<file path="src/rtl/lenet_pkg.sv">
// Shared LeNet accelerator definitions: layer-1 weight ROM geometry and the
// loader FSM state encoding, reused by the conv2/fc weight loaders.
package lenet_pkg;

    // conv1 weight ROM geometry
    localparam int W1_KSIZE  = 25;   // taps per 5x5 kernel, one ROM word each
    localparam int W1_AW     = 5;    // ROM address width
    localparam int W1_DW     = 48;   // 6 filters x 8-bit taps, filter 1 in [7:0]
    localparam int W1_RD_LAT = 1;    // registered ROM output

    // Loader sequencing states
    typedef enum logic [1:0] {
        IDLE  = 2'd0,
        ISSUE = 2'd1,
        DRAIN = 2'd2,
        DONE  = 2'd3
    } ld_state_t;

    // A new ROM read may be launched when the words already in flight plus
    // the words that will still sit in the 2-entry output buffer after this
    // cycle's pop leave room for one more.
    function automatic logic ld_credit_ok(input int inflight, input int held, input int pops);
        return (inflight + held - pops) < 2;
    endfunction

endpackage

</file>
<file path="src/rtl/w1_ld_skid.sv">
// Two-entry valid/ready output buffer for the weight loader. Entry 0 is the
// head presented downstream; entry 1 absorbs a word that returns from the
// ROM while the head is stalled. The upstream credit logic guarantees a push
// never arrives when both entries are occupied and no pop happens.
module w1_ld_skid #(
    parameter int W = 54
) (
    input  logic         clk,
    input  logic         rst,
    input  logic         flush,
    input  logic         in_vld,
    input  logic [W-1:0] in_word,
    output logic         out_vld,
    input  logic         out_rdy,
    output logic [W-1:0] out_word,
    output logic [1:0]   count
);

    logic [W-1:0] ent0_reg;
    logic [W-1:0] ent1_reg;
    logic [1:0]   cnt_reg;
    logic         pop;

    assign pop      = out_vld && out_rdy;
    assign out_vld  = (cnt_reg != 2'd0);
    assign out_word = ent0_reg;
    assign count    = cnt_reg;

    // Buffer occupancy and entry shifting; head moves up from entry 1 on a pop.
    always_ff @(posedge clk or posedge rst) begin
        if (rst) begin
            ent0_reg <= '0;
            ent1_reg <= '0;
            cnt_reg  <= 2'd0;
        end else if (flush) begin
            cnt_reg <= 2'd0;
        end else begin
            unique case (cnt_reg)
                2'd0: begin
                    if (in_vld) begin
                        ent0_reg <= in_word;
                        cnt_reg  <= 2'd1;
                    end
                end
                2'd1: begin
                    if (in_vld && pop) begin
                        ent0_reg <= in_word;
                    end else if (in_vld) begin
                        ent1_reg <= in_word;
                        cnt_reg  <= 2'd2;
                    end else if (pop) begin
                        cnt_reg <= 2'd0;
                    end
                end
                2'd2: begin
                    if (pop) begin
                        ent0_reg <= ent1_reg;
                        if (in_vld) begin
                            ent1_reg <= in_word;
                        end else begin
                            cnt_reg <= 2'd1;
                        end
                    end
                end
                default: begin
                    cnt_reg <= 2'd0;
                end
            endcase
        end
    end

endmodule

</file>
<file path="src/rtl/w1_load_ctrl.sv">
// conv1 weight loader: on start, sweeps the weight ROM from address 0 to
// KSIZE-1 and streams each word, tagged with its tap index, to the PE array
// over valid/ready. ROM reads are throttled by a credit so the 2-entry output
// buffer can never overflow, while still sustaining one word per cycle when
// the PE array is always ready.
// Optional build macro W1_LD_ABORT_EN adds an abort input that cancels a
// sweep in progress (no done pulse).
module w1_load_ctrl
    import lenet_pkg::*;
#(
    parameter int KSIZE  = W1_KSIZE,
    parameter int AW     = W1_AW,
    parameter int DW     = W1_DW,
    parameter int RD_LAT = W1_RD_LAT
) (
    input  logic          clk,
    input  logic          rst,
    input  logic          start,
`ifdef W1_LD_ABORT_EN
    input  logic          abort,
`endif
    output logic          busy,
    output logic          done,
    output logic [AW-1:0] w1_raddr,
    input  logic [DW-1:0] w1_rdata,
    output logic          wt_vld,
    input  logic          wt_rdy,
    output logic [AW-1:0] wt_idx,
    output logic [DW-1:0] wt_data,
    output logic          wt_last
);

    localparam int          IW       = $clog2(RD_LAT + 1);
    localparam int          WW       = AW + 1 + DW;
    localparam logic [AW-1:0] LAST_IDX = AW'(KSIZE - 1);

    ld_state_t     state_reg;
    ld_state_t     state_next;
    logic [AW-1:0] issue_cnt_reg;
    logic [AW-1:0] issue_cnt_next;
    logic          issue_fire;
    logic          abort_hit;
    logic          credit_ok;
    logic          pop;

    // Read-return tracking: one valid bit and tap index per cycle of ROM latency
    logic [RD_LAT-1:0] tag_vld_reg;
    logic [AW-1:0]     tag_idx_reg [RD_LAT];
    logic [IW-1:0]     inflight;

    logic          cap_vld;
    logic [AW-1:0] cap_idx;
    logic          cap_last;
    logic [WW-1:0] cap_word;
    logic [WW-1:0] head_word;
    logic [1:0]    held_cnt;

`ifdef W1_LD_ABORT_EN
    assign abort_hit = abort && ((state_reg == ISSUE) || (state_reg == DRAIN));
`else
    assign abort_hit = 1'b0;
`endif

    assign busy     = (state_reg == ISSUE) || (state_reg == DRAIN);
    assign done     = (state_reg == DONE);
    assign w1_raddr = issue_cnt_reg;
    assign pop      = wt_vld && wt_rdy;

    // Count reads launched whose data has not yet been captured
    always_comb begin
        inflight = '0;
        for (int i = 0; i < RD_LAT; i++) begin
            inflight = inflight + IW'(tag_vld_reg[i]);
        end
    end

    assign credit_ok = ld_credit_ok(int'(inflight), int'(held_cnt), int'(pop));

    // FSM state and issue counter registers
    always_ff @(posedge clk or posedge rst) begin
        if (rst) begin
            state_reg     <= IDLE;
            issue_cnt_reg <= '0;
        end else begin
            state_reg     <= state_next;
            issue_cnt_reg <= issue_cnt_next;
        end
    end

    // Next-state, address issue and sweep termination
    always_comb begin
        state_next     = state_reg;
        issue_cnt_next = issue_cnt_reg;
        issue_fire     = 1'b0;
        unique case (state_reg)
            IDLE: begin
                if (start) begin
                    state_next = ISSUE;
                end
            end
            ISSUE: begin
                if (abort_hit) begin
                    state_next     = IDLE;
                    issue_cnt_next = '0;
                end else if (credit_ok) begin
                    issue_fire = 1'b1;
                    if (issue_cnt_reg == LAST_IDX) begin
                        // Address stays on the last tap until the sweep ends
                        state_next = DRAIN;
                    end else begin
                        issue_cnt_next = issue_cnt_reg + AW'(1);
                    end
                end
            end
            DRAIN: begin
                if (abort_hit) begin
                    state_next     = IDLE;
                    issue_cnt_next = '0;
                end else if (pop && wt_last) begin
                    state_next = DONE;
                end
            end
            DONE: begin
                state_next     = IDLE;
                issue_cnt_next = '0;
            end
            default: begin
                state_next     = IDLE;
                issue_cnt_next = '0;
            end
        endcase
    end

    // Shift the issue tag alongside the ROM pipeline so data arrives tagged
    always_ff @(posedge clk or posedge rst) begin
        if (rst) begin
            tag_vld_reg <= '0;
            for (int i = 0; i < RD_LAT; i++) begin
                tag_idx_reg[i] <= '0;
            end
        end else if (abort_hit) begin
            tag_vld_reg <= '0;
        end else begin
            tag_vld_reg[0] <= issue_fire;
            tag_idx_reg[0] <= issue_cnt_reg;
            for (int i = 1; i < RD_LAT; i++) begin
                tag_vld_reg[i] <= tag_vld_reg[i-1];
                tag_idx_reg[i] <= tag_idx_reg[i-1];
            end
        end
    end

    assign cap_vld  = tag_vld_reg[RD_LAT-1];
    assign cap_idx  = tag_idx_reg[RD_LAT-1];
    assign cap_last = (cap_idx == LAST_IDX);
    assign cap_word = {cap_idx, cap_last, w1_rdata};

    w1_ld_skid #(
        .W (WW)
    ) u_skid (
        .clk      (clk),
        .rst      (rst),
        .flush    (abort_hit),
        .in_vld   (cap_vld),
        .in_word  (cap_word),
        .out_vld  (wt_vld),
        .out_rdy  (wt_rdy),
        .out_word (head_word),
        .count    (held_cnt)
    );

    assign wt_idx  = head_word[WW-1 -: AW];
    assign wt_last = head_word[DW];
    assign wt_data = head_word[DW-1:0];

endmodule
</file>
<file path="config.mk">
export PLATFORM = sky130hd
export DESIGN_NAME = w1_load_ctrl
export DESIGN_NICKNAME = d
export VERILOG_FILES = /design/src/rtl/lenet_pkg.sv /design/src/rtl/w1_ld_skid.sv /design/src/rtl/w1_load_ctrl.sv
export SDC_FILE = /design/constraint.sdc
export NUM_CORES = 1
export LEC_CHECK = 0
export CORE_AREA = 2 2 106 108
export CTS_CLUSTER_DIAMETER = 50
export DETAILED_ROUTE_END_ITERATION = 6
export DIE_AREA = 0 0 108 110
export GPL_ROUTABILITY_DRIVEN = 1
export GPL_TIMING_DRIVEN = 0
export MAX_ROUTING_LAYER = met4
export PLACE_DENSITY = 0.77
export SLEW_MARGIN = 5
export SYNTH_ARGS = -nofsm -noshare
export SYNTH_HDL_FRONTEND = slang
export SYNTH_SLANG_ARGS = --single-unit
</file>
<file path="constraint.sdc">
create_clock -name clk -period 4.7 [get_ports clk]
set_input_delay 0.94 -clock clk [delete_from_list [all_inputs] [get_ports clk]]
set_output_delay 0.94 -clock clk [all_outputs]
set_load 0.02 [all_outputs]
</file>
# Word-level counts from Yosys, hierarchy flattened
# Index checks and enable logic that the tools add are counted.
# op_classes
muxes	25
reduce_logical	15
n_addsub	3
n_lt_le_gt_ge	1
n_eq_ne	18
# op_table
op	n
two-way mux 54 bit	6
one-hot mux 54 bit (3 select lines)	1
one-hot mux 54 bit (2 select lines)	1
two-way mux 2 bit	10
!= test 2 bit, second input constant	7
== test 5 bit, second input constant	2
two-way mux 5 bit	2
one-hot mux 5 bit (2 select lines)	1
one-hot mux 2 bit (4 select lines)	1
AND reduction 4 bit	2
== test 2 bit, second input constant	3
!= test 2 x 1 -> 1 bit, second input constant	3
one-hot mux 2 bit (3 select lines)	1
AND reduction 3 bit	2
nonzero test 2 bit	3
adder 5 x 1 -> 5 bit, second input constant	1
AND reduction 5 bit	1
== test 2 x 1 -> 1 bit, second input constant	2
zero test 2 bit	2
less-than comparator 4 x 3 -> 1 bit, second input constant	1
subtractor 3 x 1 -> 4 bit	1
adder 1 x 2 -> 3 bit	1
logical AND 1 bit	3
!= test 3 bit, second input constant	1
3 further kinds	4
# word_totals
elab_cells	69
input_bits	52
register_bits	123
out_inout_bits	62

# Longest topological paths before layout
# Gate-level depths: netlist of run 1.
# depth
ltp_word	6
ltp_mapped	8
depth_no_buf	7

# Modules after synthesis
# Synthesis of run 1 repeated with hierarchy kept, for this count alone.
# hier_totals
cells_unflattened	384
hier_area_um2	5706.7
# modules_own_cells
mod	area_each_um2	n_inst	seq_area_each_um2	cells_per_inst
w1_ld_skid	4929.7	1	2752.6	311
w1_load_ctrl	777.0	1	325.3	73

# Worst setup path after synthesis of run 1
# No wires, ideal clock.
# synth_path
kind	input port to flip-flop
start	in wt_rdy
end	reg state_reg[1]
arrival_time_ns	2.689
setup_time_ns	0.125
stages	8
t_required_ns	4.575
slack_ns	1.886
path_buffers	1
cell_sequence	buf_2 and3b_1 o21ai_0 fa_1 xnor2_1 a21bo_2 nand3_1 mux2_2
# synth_between
elab_chain_cells	5
elab_cells_between_ends	7
classes_between	add/sub: 1; order compare: 1; eq/ne: 2; reduce/logical: 3
# synth_lines
item	line_no	source
from (decl)	w1_load_ctrl.sv:27	input logic wt_rdy,
logical AND 1 bit (*)	w1_load_ctrl.sv:67	assign pop = wt_vld && wt_rdy;
subtractor 3 x 1 -> 4 bit	lenet_pkg.sv:23	return (inflight + held - pops) < 2;
less-than comparator 4 x 3 -> 1 bit	lenet_pkg.sv:23	
!= test 2 bit (no line)	--	
AND reduction 4 bit (no line) (*)	--	
to (signal assigned)	w1_load_ctrl.sv:85	state_reg <= state_next;
to (decl)	w1_load_ctrl.sv:37	ld_state_t state_reg;
# Mark *: on every way between the ends. The rest lies on a longest branch, timed or not.
# A chain may end at the register's enable or synchronous reset.

# Final worst setup path of run 1
# layout_path
start	reg u_skid.cnt_reg[1] (netlist: u_skid.count[1])
end	out wt_vld
# layout_between
elab_chain_cells	1
# layout_lines
item	line_no	source
from (decl)	w1_ld_skid.sv:21	logic [1:0] cnt_reg;
from (signal assigned)	w1_ld_skid.sv:34	cnt_reg <= 2'd0;
from (signal assigned)	w1_ld_skid.sv:36	cnt_reg <= 2'd0;
from (signal assigned)	w1_ld_skid.sv:42	cnt_reg <= 2'd1;
nonzero test 2 bit	w1_ld_skid.sv:25	assign out_vld = (cnt_reg != 2'd0);
to (decl)	w1_load_ctrl.sv:26	output logic wt_vld,
# No other way between the ends.

==> impl_results.html, run 1 <==
<table>
<tr><th>Metric</th><th>Value</th></tr>
<tr><th colspan="2">CTS</th></tr>
<tr><td>Clock transition at path regs</td><td>60 ps</td></tr>
<tr><td>Clock Sink Count</td><td>123</td></tr>
<tr><td>CTS buffer count</td><td>17</td></tr>
<tr><td>Bufs on Longest Clock Path</td><td>2</td></tr>
<tr><td>CTS tree</td><td>built</td></tr>
<tr><td>Worst skew pair latency</td><td>500 ps</td></tr>
<tr><td>CTS root buf</td><td>clkbuf_8</td></tr>
<tr><td>Count of buffers added by post-CTS timing repair for setup</td><td>0</td></tr>
<tr><td>Hold bufs inserted after CTS</td><td>0</td></tr>
<tr><td>Number of levels the H-tree was split into</td><td>4</td></tr>
<tr><td>Cells resized by post-CTS repair</td><td>0</td></tr>
<tr><th colspan="2">Placement</th></tr>
<tr><td>Placer's final routability congestion estimate</td><td>0.827</td></tr>
<tr><td>Number of I/O port buffers</td><td>112</td></tr>
<tr><td>Dpl hpwl</td><td>7910 um</td></tr>
<tr><td>Placed standard-cell area</td><td>6670 sq um</td></tr>
<tr><th colspan="2">Drt</th></tr>
<tr><td>Routed WL per cell</td><td>16.3 um</td></tr>
<tr><td>Vias per std cell</td><td>5.27</td></tr>
<tr><td>Overall via count from detail_route</td><td>3778</td></tr>
<tr><td>Final Routed Wirelength</td><td>11700 um</td></tr>
<tr><td>Number of remaining DRC errors</td><td>0</td></tr>
<tr><td>Final antenna-violating net count</td><td>0</td></tr>
<tr><td>Violation count after the first detailed-routing iteration</td><td>150</td></tr>
<tr><td>Detailed-router iteration count before antenna repair</td><td>4</td></tr>
<tr><th colspan="2">Yosys</th></tr>
<tr><td>Per-instance average area after synthesis</td><td>12.4 sq um</td></tr>
<tr><td>Share of the synthesized area in the top cell type</td><td>57.7%</td></tr>
<tr><td>Most used flip-flop cell after synthesis</td><td>dfrtp_1</td></tr>
<tr><td>Cell types with the highest counts after synthesis</td><td>dfrtp_1, a21oi_1, nor2_1, mux2i_1, mux2_2</td></tr>
<tr><td>Library cell occupying the most area in the post-synthesis netlist</td><td>dfrtp_1</td></tr>
<tr><td>Ys async rst share</td><td>100%</td></tr>
<tr><td>Post-synth net total</td><td>492</td></tr>
<tr><td>Number of distinct library cells after synthesis</td><td>35</td></tr>
<tr><td>Most frequent cell after synthesis</td><td>dfrtp_1</td></tr>
<tr><td>Post-Synthesis Cells</td><td>432</td></tr>
<tr><td>Count of warnings emitted by yosys</td><td>0</td></tr>
<tr><td>Post-synth EDFFs</td><td>0</td></tr>
<tr><td>Area contributors post-synth</td><td>dfrtp_1, mux2_2, mux2i_1</td></tr>
<tr><td>Post-Synthesis Cell Area</td><td>5340 sq um</td></tr>
<tr><td>Seq/Total Area, Yosys</td><td>57.7%</td></tr>
<tr><td>Synthesized flop and latch total</td><td>123</td></tr>
<tr><th colspan="2">Cells and area</th></tr>
<tr><td>Post-layout nets</td><td>624</td></tr>
<tr><td>Total inserted antenna cells</td><td>0</td></tr>
<tr><td>Final instance area</td><td>7230 sq um</td></tr>
<tr><td>Synth-to-layout area growth</td><td>35.4%</td></tr>
<tr><td>Share of post-route cells with drive strength above 1</td><td>18.4%</td></tr>
<tr><th colspan="2">Timing</th></tr>
<tr><td>Setup repair after global routing missed its margin</td><td>false</td></tr>
<tr><td>Clock Skew</td><td>5.18 ps</td></tr>
<tr><td>Time the worst path needs with I/O delays and setup</td><td>2880 ps</td></tr>
<tr><td>Part of the cycle the worst path needs</td><td>61.3%</td></tr>
<tr><td>Slew Viols, Final</td><td>0</td></tr>
<tr><td>Setup-failing EPs final</td><td>0</td></tr>
<tr><td>Final hold violation count</td><td>0</td></tr>
<tr><td>Max_slew headroom</td><td>61.7%</td></tr>
<tr><td>Peak Freq</td><td>0.347 GHz</td></tr>
<tr><td>Worst hold slack across all endpoints</td><td>477 ps</td></tr>
<tr><td>Worst slew pin tran</td><td>574 ps</td></tr>
<tr><th colspan="2">Floorplan</th></tr>
<tr><td>Placement Rows</td><td>38</td></tr>
<tr><td>Die area</td><td>11900 sq um</td></tr>
<tr><td>Area inside the core boundary</td><td>10700 sq um</td></tr>
<tr><td>Die Width</td><td>108 um</td></tr>
<tr><td>Initial cell density of the core</td><td>49.9%</td></tr>
<tr><td>Die H</td><td>110 um</td></tr>
<tr><td>Ports placed on the boundary</td><td>114</td></tr>
<tr><th colspan="2">Hold path</th></tr>
<tr><td>Hold endpoint</td><td>cap_idx[2]</td></tr>
<tr><td>Hold path cells</td><td>0</td></tr>
<tr><td>Min-Delay Startpoint</td><td>w1_raddr[2]</td></tr>
<tr><td>Min-delay worst type</td><td>reg -&gt; reg</td></tr>
<tr><th colspan="2">Setup path</th></tr>
<tr><td>Critical register-to-register path endpoint</td><td>w1_raddr[2]</td></tr>
<tr><td>Kind of start point of the critical path</td><td>flop</td></tr>
<tr><td>Count of cells along the worst register-to-register path</td><td>7</td></tr>
<tr><td>Critical path endpoint category</td><td>output pin</td></tr>
<tr><td>CP arrival</td><td>1940 ps</td></tr>
<tr><td>Register-to-Register Setup Slack</td><td>2220 ps</td></tr>
<tr><td>WS Path Type</td><td>reg -&gt; out</td></tr>
<tr><td>R2r startpoint</td><td>u_skid.count[0]</td></tr>
<tr><td>Required time of the critical path</td><td>3760 ps</td></tr>
<tr><td>Highest net fanout along the worst path</td><td>9</td></tr>
<tr><th colspan="2">Power and ir drop</th></tr>
<tr><td>Total power divided by cell area</td><td>722 nW/um^2</td></tr>
<tr><td>Leak Pwr</td><td>0.00346 uW</td></tr>
<tr><td>Maximum vdd drop</td><td>0.406 mV</td></tr>
<tr><th colspan="2">GRT</th></tr>
<tr><td>Number of global-route vias before repair</td><td>3953</td></tr>
<tr><td>Grt ovf</td><td>0</td></tr>
<tr><td>Largest net degree at the start of global routing</td><td>64</td></tr>
<tr><td>Aggregate global-route resource usage</td><td>21.5%</td></tr>
<tr><td>Wire length of the first global-routing pass</td><td>19100 um</td></tr>
<tr><td>Number of antenna violations at the first check in global routing</td><td>0</td></tr>
<tr><th colspan="2">Outcome</th></tr>
<tr><td>Outcome</td><td>finished clean</td></tr>
<tr><th colspan="2">Run</th></tr>
<tr><td>Max-cap violations</td><td>0</td></tr>
</table>
## metrics by stage
stage          power, uW  TNS (ps)  setup slack (ps)  util (%)  instances
6_report            5220         0              1820      67.6        717
5_1_grt             5540         0              1750      67.6        717
4_1_cts             5260         0              1790      67.6        717
3_5_place_dp        4010         0              1660      62.3        685
3_3_place_gp        3910   -138380             -1130      62.0        684
2_1_floorplan       3110         0               489         -        432
## power by group
group	internal, uW	leakage, uW	total (uW)	switching (uW)
logic	1020	0.00171	2100	1080
registers	1580	0.00147	1890	308
clock network	793	0.000280	1230	432
## final cells by class
type	instances	area, sq um
well taps	140	175
clock inverters	7	88.8
flip-flops and latches	123	3080
inverters	9	38.8
fillers	805	3470
repair buffers	113	1150
plain buffers	25	150
multi-input cells	275	2080
clock buffers	25	474
## critical path: stages, from the launching register on
cell             delay (ps)
dfrtp_1                 400
buf_2                   190
or2_2                   300
clkdlybuf4s50_1         540
## logic make-up after synthesis
kind of cell             share of synthesized area [%]
adder cells (fa/ha/maj)                           2.02
flip-flops                                        57.7
AND/OR/NAND/NOR                                   6.77
multiplexers                                      22.1
XOR/XNOR                                         0.328
AO/OA/AOI/OAI                                     7.67
buffers and inverters                             3.45
## metal layers
| layer | up-vias | part of all wire [%] | global-route usage (%) |
|---|---|---|---|
| met1 | 1890 | 45 | 27.3 |
| met2 | 97 | 50 | 35.0 |
| met4 | 0 | 0.80 | 6.14 |
| met5 | - | 0 | - |
| li1 | 1780 | - | - |
| met3 | 11 | 4.3 | 5.06 |
## placed cells by master (no fill, tap or decap), drive strengths merged, types with 2 or more instances in the layout
cell,Yosys,layout
a21oi,58,58
and3,4,4
buf,20,21
bufinv,0,2
clkbuf,5,30
clkdlybuf4s50,0,112
clkinv,0,5
dfrtp,123,123
ha,7,7
inv,9,9
mux2,55,55
mux2i,56,56
nand2,3,3
nand2b,2,2
nand3,3,3
nand4,3,3
nor2,58,58
nor2b,4,4
o21ai,4,4
o22ai,2,2
o2bb2ai,2,2
xnor2,2,2
## worst max-delay path by stage
stage                               start                  to  slack [ps]  cells after the start
final                     u_skid.count[1]              wt_vld        1820                      3
after global routing      u_skid.count[1]              wt_vld        1750                      3
after CTS                 u_skid.count[1]              wt_vld        1790                      3
after detailed placement           wt_rdy         w1_raddr[2]        1660                      8
after global placement                rst  u_skid.ent1_reg[0]       -1130                      2
after floorplan                       rst          cap_idx[0]         490                      1
(Power assumes the default switching activity.)
==> run 2, diff against run 1 <==
CORE_AREA = 2 2 111 113   (was 2 2 106 108)
DIE_AREA = 0 0 113 115   (was 0 0 108 110)
PLACE_DENSITY = 0.74   (was 0.77)
clock period = 2.4 ns   (was 4.7 ns; I/O delays follow)
==> impl_results.html, run 2 (synthesis results as in run 1) <==
<table>
<tr><th>Metric</th><th>Value</th></tr>
<tr><th colspan="2">Outcome</th></tr>
<tr><td>Outcome</td><td>complete, but fails checks</td></tr>
<tr><td>Failing checks</td><td>design-rule violations</td></tr>
<tr><th colspan="2">CTS</th></tr>
<tr><td>CTS tree</td><td>built</td></tr>
<tr><td>Number of levels the H-tree was split into</td><td>4</td></tr>
<tr><td>Clock transition at path regs</td><td>50 ps</td></tr>
<tr><td>Worst skew pair latency</td><td>400 ps</td></tr>
<tr><td>Clock Sink Count</td><td>123</td></tr>
<tr><td>CTS root buf</td><td>clkbuf_16</td></tr>
<tr><td>CTS buffer count</td><td>17</td></tr>
<tr><td>Bufs on Longest Clock Path</td><td>2</td></tr>
<tr><th colspan="2">Timing</th></tr>
<tr><td>Worst hold slack across all endpoints</td><td>425 ps</td></tr>
<tr><td>Final worst setup slack</td><td>105 ps</td></tr>
<tr><td>Clock Skew</td><td>5.46 ps</td></tr>
<tr><td>Max_slew headroom</td><td>64.8%</td></tr>
<tr><td>Final hold violation count</td><td>0</td></tr>
<tr><td>Setup-failing EPs final</td><td>0</td></tr>
<tr><td>Setup repair after global routing missed its margin</td><td>false</td></tr>
<tr><td>Slew Viols, Final</td><td>0</td></tr>
<tr><td>Time the worst path needs with I/O delays and setup</td><td>2290 ps</td></tr>
<tr><td>Peak Freq</td><td>0.436 GHz</td></tr>
<tr><td>Part of the cycle the worst path needs</td><td>95.6%</td></tr>
<tr><td>Worst slew pin tran</td><td>528 ps</td></tr>
<tr><th colspan="2">Cells and area</th></tr>
<tr><td>Most common cell after layout, fill and taps aside</td><td>dfrtp_1</td></tr>
<tr><td>Most frequent cells in the layout</td><td>dfrtp_1, clkdlybuf4s50_1, a21oi_1</td></tr>
<tr><td>Post-layout nets</td><td>629</td></tr>
<tr><td>Total inserted antenna cells</td><td>0</td></tr>
<tr><td>Synth-to-layout area growth</td><td>39.0%</td></tr>
<tr><td>Share of post-route cells with drive strength above 1</td><td>20.6%</td></tr>
<tr><td>Final std cells w/o fill</td><td>729</td></tr>
<tr><th colspan="2">GRT</th></tr>
<tr><td>Largest net degree at the start of global routing</td><td>42</td></tr>
<tr><td>Wire length of the first global-routing pass</td><td>19900 um</td></tr>
<tr><td>Aggregate global-route resource usage</td><td>20.1%</td></tr>
<tr><td>Number of antenna violations at the first check in global routing</td><td>0</td></tr>
<tr><td>Number of global-route vias before repair</td><td>4043</td></tr>
<tr><td>Grt ovf</td><td>0</td></tr>
<tr><th colspan="2">Setup path</th></tr>
<tr><td>Required time of the critical path</td><td>2680 ps</td></tr>
<tr><td>Highest net fanout along the worst path</td><td>8</td></tr>
<tr><td>R2r startpoint</td><td>u_skid.count[0]</td></tr>
<tr><td>Max stage delay on crit path</td><td>470 ps</td></tr>
<tr><td>Kind of start point of the critical path</td><td>flop</td></tr>
<tr><td>Cell with the biggest individual delay on the critical path</td><td>dfrtp_1</td></tr>
<tr><td>WS Path Type</td><td>reg -&gt; reg</td></tr>
<tr><td>Sum of buffers and inverters on the critical path</td><td>1</td></tr>
<tr><td>Cell class contributing the biggest share of worst-path delay</td><td>flip-flops</td></tr>
<tr><td>Register-to-Register Setup Slack</td><td>110 ps</td></tr>
<tr><td>Cell-by-cell trace of the critical path</td><td>and3b_2, buf_4, fa_1, xnor2_2, a21bo_2, nand3_1, mux2_2</td></tr>
<tr><td>Critical path endpoint category</td><td>flop</td></tr>
<tr><td>Number of cells on the critical path</td><td>7</td></tr>
<tr><td>Critical register-to-register path endpoint</td><td>state_reg[1]</td></tr>
<tr><td>Count of cells along the worst register-to-register path</td><td>7</td></tr>
<tr><td>CP arrival</td><td>2580 ps</td></tr>
<tr><th colspan="2">Drt</th></tr>
<tr><td>Final Routed Wirelength</td><td>11800 um</td></tr>
<tr><td>Number of remaining DRC errors</td><td>9</td></tr>
<tr><td>Violation count after the first detailed-routing iteration</td><td>198</td></tr>
<tr><td>WL met1</td><td>5270 um</td></tr>
<tr><td>Final antenna-violating net count</td><td>0</td></tr>
<tr><td>Vias per std cell</td><td>5.13</td></tr>
<tr><td>Overall via count from detail_route</td><td>3737</td></tr>
<tr><td>Wire length on met3</td><td>434 um</td></tr>
<tr><td>Routed WL per cell</td><td>16.2 um</td></tr>
<tr><td>Total length of routed met2 wires</td><td>5980 um</td></tr>
<tr><td>Detailed-router iteration count before antenna repair</td><td>7</td></tr>
<tr><td>Top routing layer used</td><td>met4</td></tr>
<tr><th colspan="2">Floorplan</th></tr>
<tr><td>Die H</td><td>115 um</td></tr>
<tr><td>Initial cell density of the core</td><td>45.2%</td></tr>
<tr><td>Die area</td><td>13000 sq um</td></tr>
<tr><td>Area inside the core boundary</td><td>11800 sq um</td></tr>
<tr><td>Placement Rows</td><td>40</td></tr>
<tr><td>Die Width</td><td>113 um</td></tr>
<tr><td>Ports placed on the boundary</td><td>114</td></tr>
<tr><th colspan="2">Run</th></tr>
<tr><td>Max-cap violations</td><td>0</td></tr>
<tr><th colspan="2">Placement</th></tr>
<tr><td>Dpl hpwl</td><td>8130 um</td></tr>
<tr><td>Setup slack at placement</td><td>-171 ps</td></tr>
<tr><td>Placer's final routability congestion estimate</td><td>0.815</td></tr>
<tr><td>Cell count after placement</td><td>694</td></tr>
<tr><td>Number of I/O port buffers</td><td>112</td></tr>
<tr><th colspan="2">Power and ir drop</th></tr>
<tr><td>Clock share of power</td><td>26.6%</td></tr>
<tr><td>Leak Pwr</td><td>0.00354 uW</td></tr>
<tr><td>Net load switching power</td><td>3620 uW</td></tr>
<tr><td>Comb power frac</td><td>38.9%</td></tr>
<tr><td>Total power divided by cell area</td><td>1440 nW/um^2</td></tr>
<tr><td>Part of the power in registers</td><td>34.5%</td></tr>
<tr><td>Maximum vdd drop</td><td>0.732 mV</td></tr>
<tr><td>Internal power</td><td>7070 uW</td></tr>
<tr><td>Final Power</td><td>10700 uW</td></tr>
<tr><td>Switching share of power</td><td>33.9%</td></tr>
<tr><th colspan="2">Hold path</th></tr>
<tr><td>Min-delay worst type</td><td>in -&gt; async</td></tr>
</table>
-- run 2: cell types whose count changed in the layout (fill, tap and decap cells not counted), sizes merged --
cell	change
bufinv	+3
clkbuf	-3
buf	+5
inv	-1
clkdlybuf4s50	-1
clkinvlp	+4
dlymetal6s2s	+1
clkinv	-3
-- run 2: cell type report --
| cell class | instances | area (sq um) |
|---|---|---|
| fillers | 937 | 4390 |
| clock inverters | 10 | 186 |
| inverters | 9 | 37.5 |
| repair buffers | 118 | 1210 |
| plain buffers | 25 | 150 |
| multi-input cells | 275 | 2090 |
| well taps | 147 | 184 |
| flip-flops and latches | 123 | 3080 |
| clock buffers | 22 | 484 |
-- run 2: power by group through the flow --
stage | Clock, uW | Sequential (uW) | Combinational [uW]
2_1_floorplan | 0 | 4180 | 1920
3_3_place_gp | 0 | 3650 | 4010
3_5_place_dp | 0 | 3710 | 4150
4_1_cts | 2890 | 3690 | 4190
5_1_grt | 2990 | 3830 | 4540
6_report | 2850 | 3690 | 4170
-- run 2: timing repair --
item	4_1_cts	5_1_grt
buffers inserted	0	3
gates resized for setup	1	5
gates cloned	0	0
pin swaps	0	2
setup endpoints to repair	3	7
hold buffers	0	0
-- run 2: through the flow --
| step | setup TNS [ps] | area [sq um] | utilization, % |
|---|---|---|---|
| final | 0 | 7420 | 62.8 |
| after global routing | 0 | 7420 | 62.8 |
| after CTS | 0 | 7380 | 62.5 |
| after detailed placement | -757 | 6710 | 56.8 |
| after global placement | -82720 | 6650 | 56.3 |
| after floorplan | 0 | 5340 | - |
-- run 2: worst max path at each step --
| stage | start | end | slack (ps) |
|---|---|---|---|
| 5_1_grt | u_skid.count[0] | state_reg[1] | 20 |
| 3_5_place_dp | wt_rdy | state_reg[1] | -170 |
| 2_1_floorplan | wt_rdy | state_reg[1] | 50 |
| 4_1_cts | u_skid.count[0] | state_reg[1] | 4 |
| 3_3_place_gp | rst | u_skid.out_word[42] | -680 |
| 6_report | u_skid.count[0] | state_reg[1] | 110 |
-- run 2: routing by layer --
layer  track usage [%]  up-vias
met5                 -        -
met4              7.32        0
li1                  -     1792
met1              25.2     1854
met3              4.38       11
met2              32.5       80
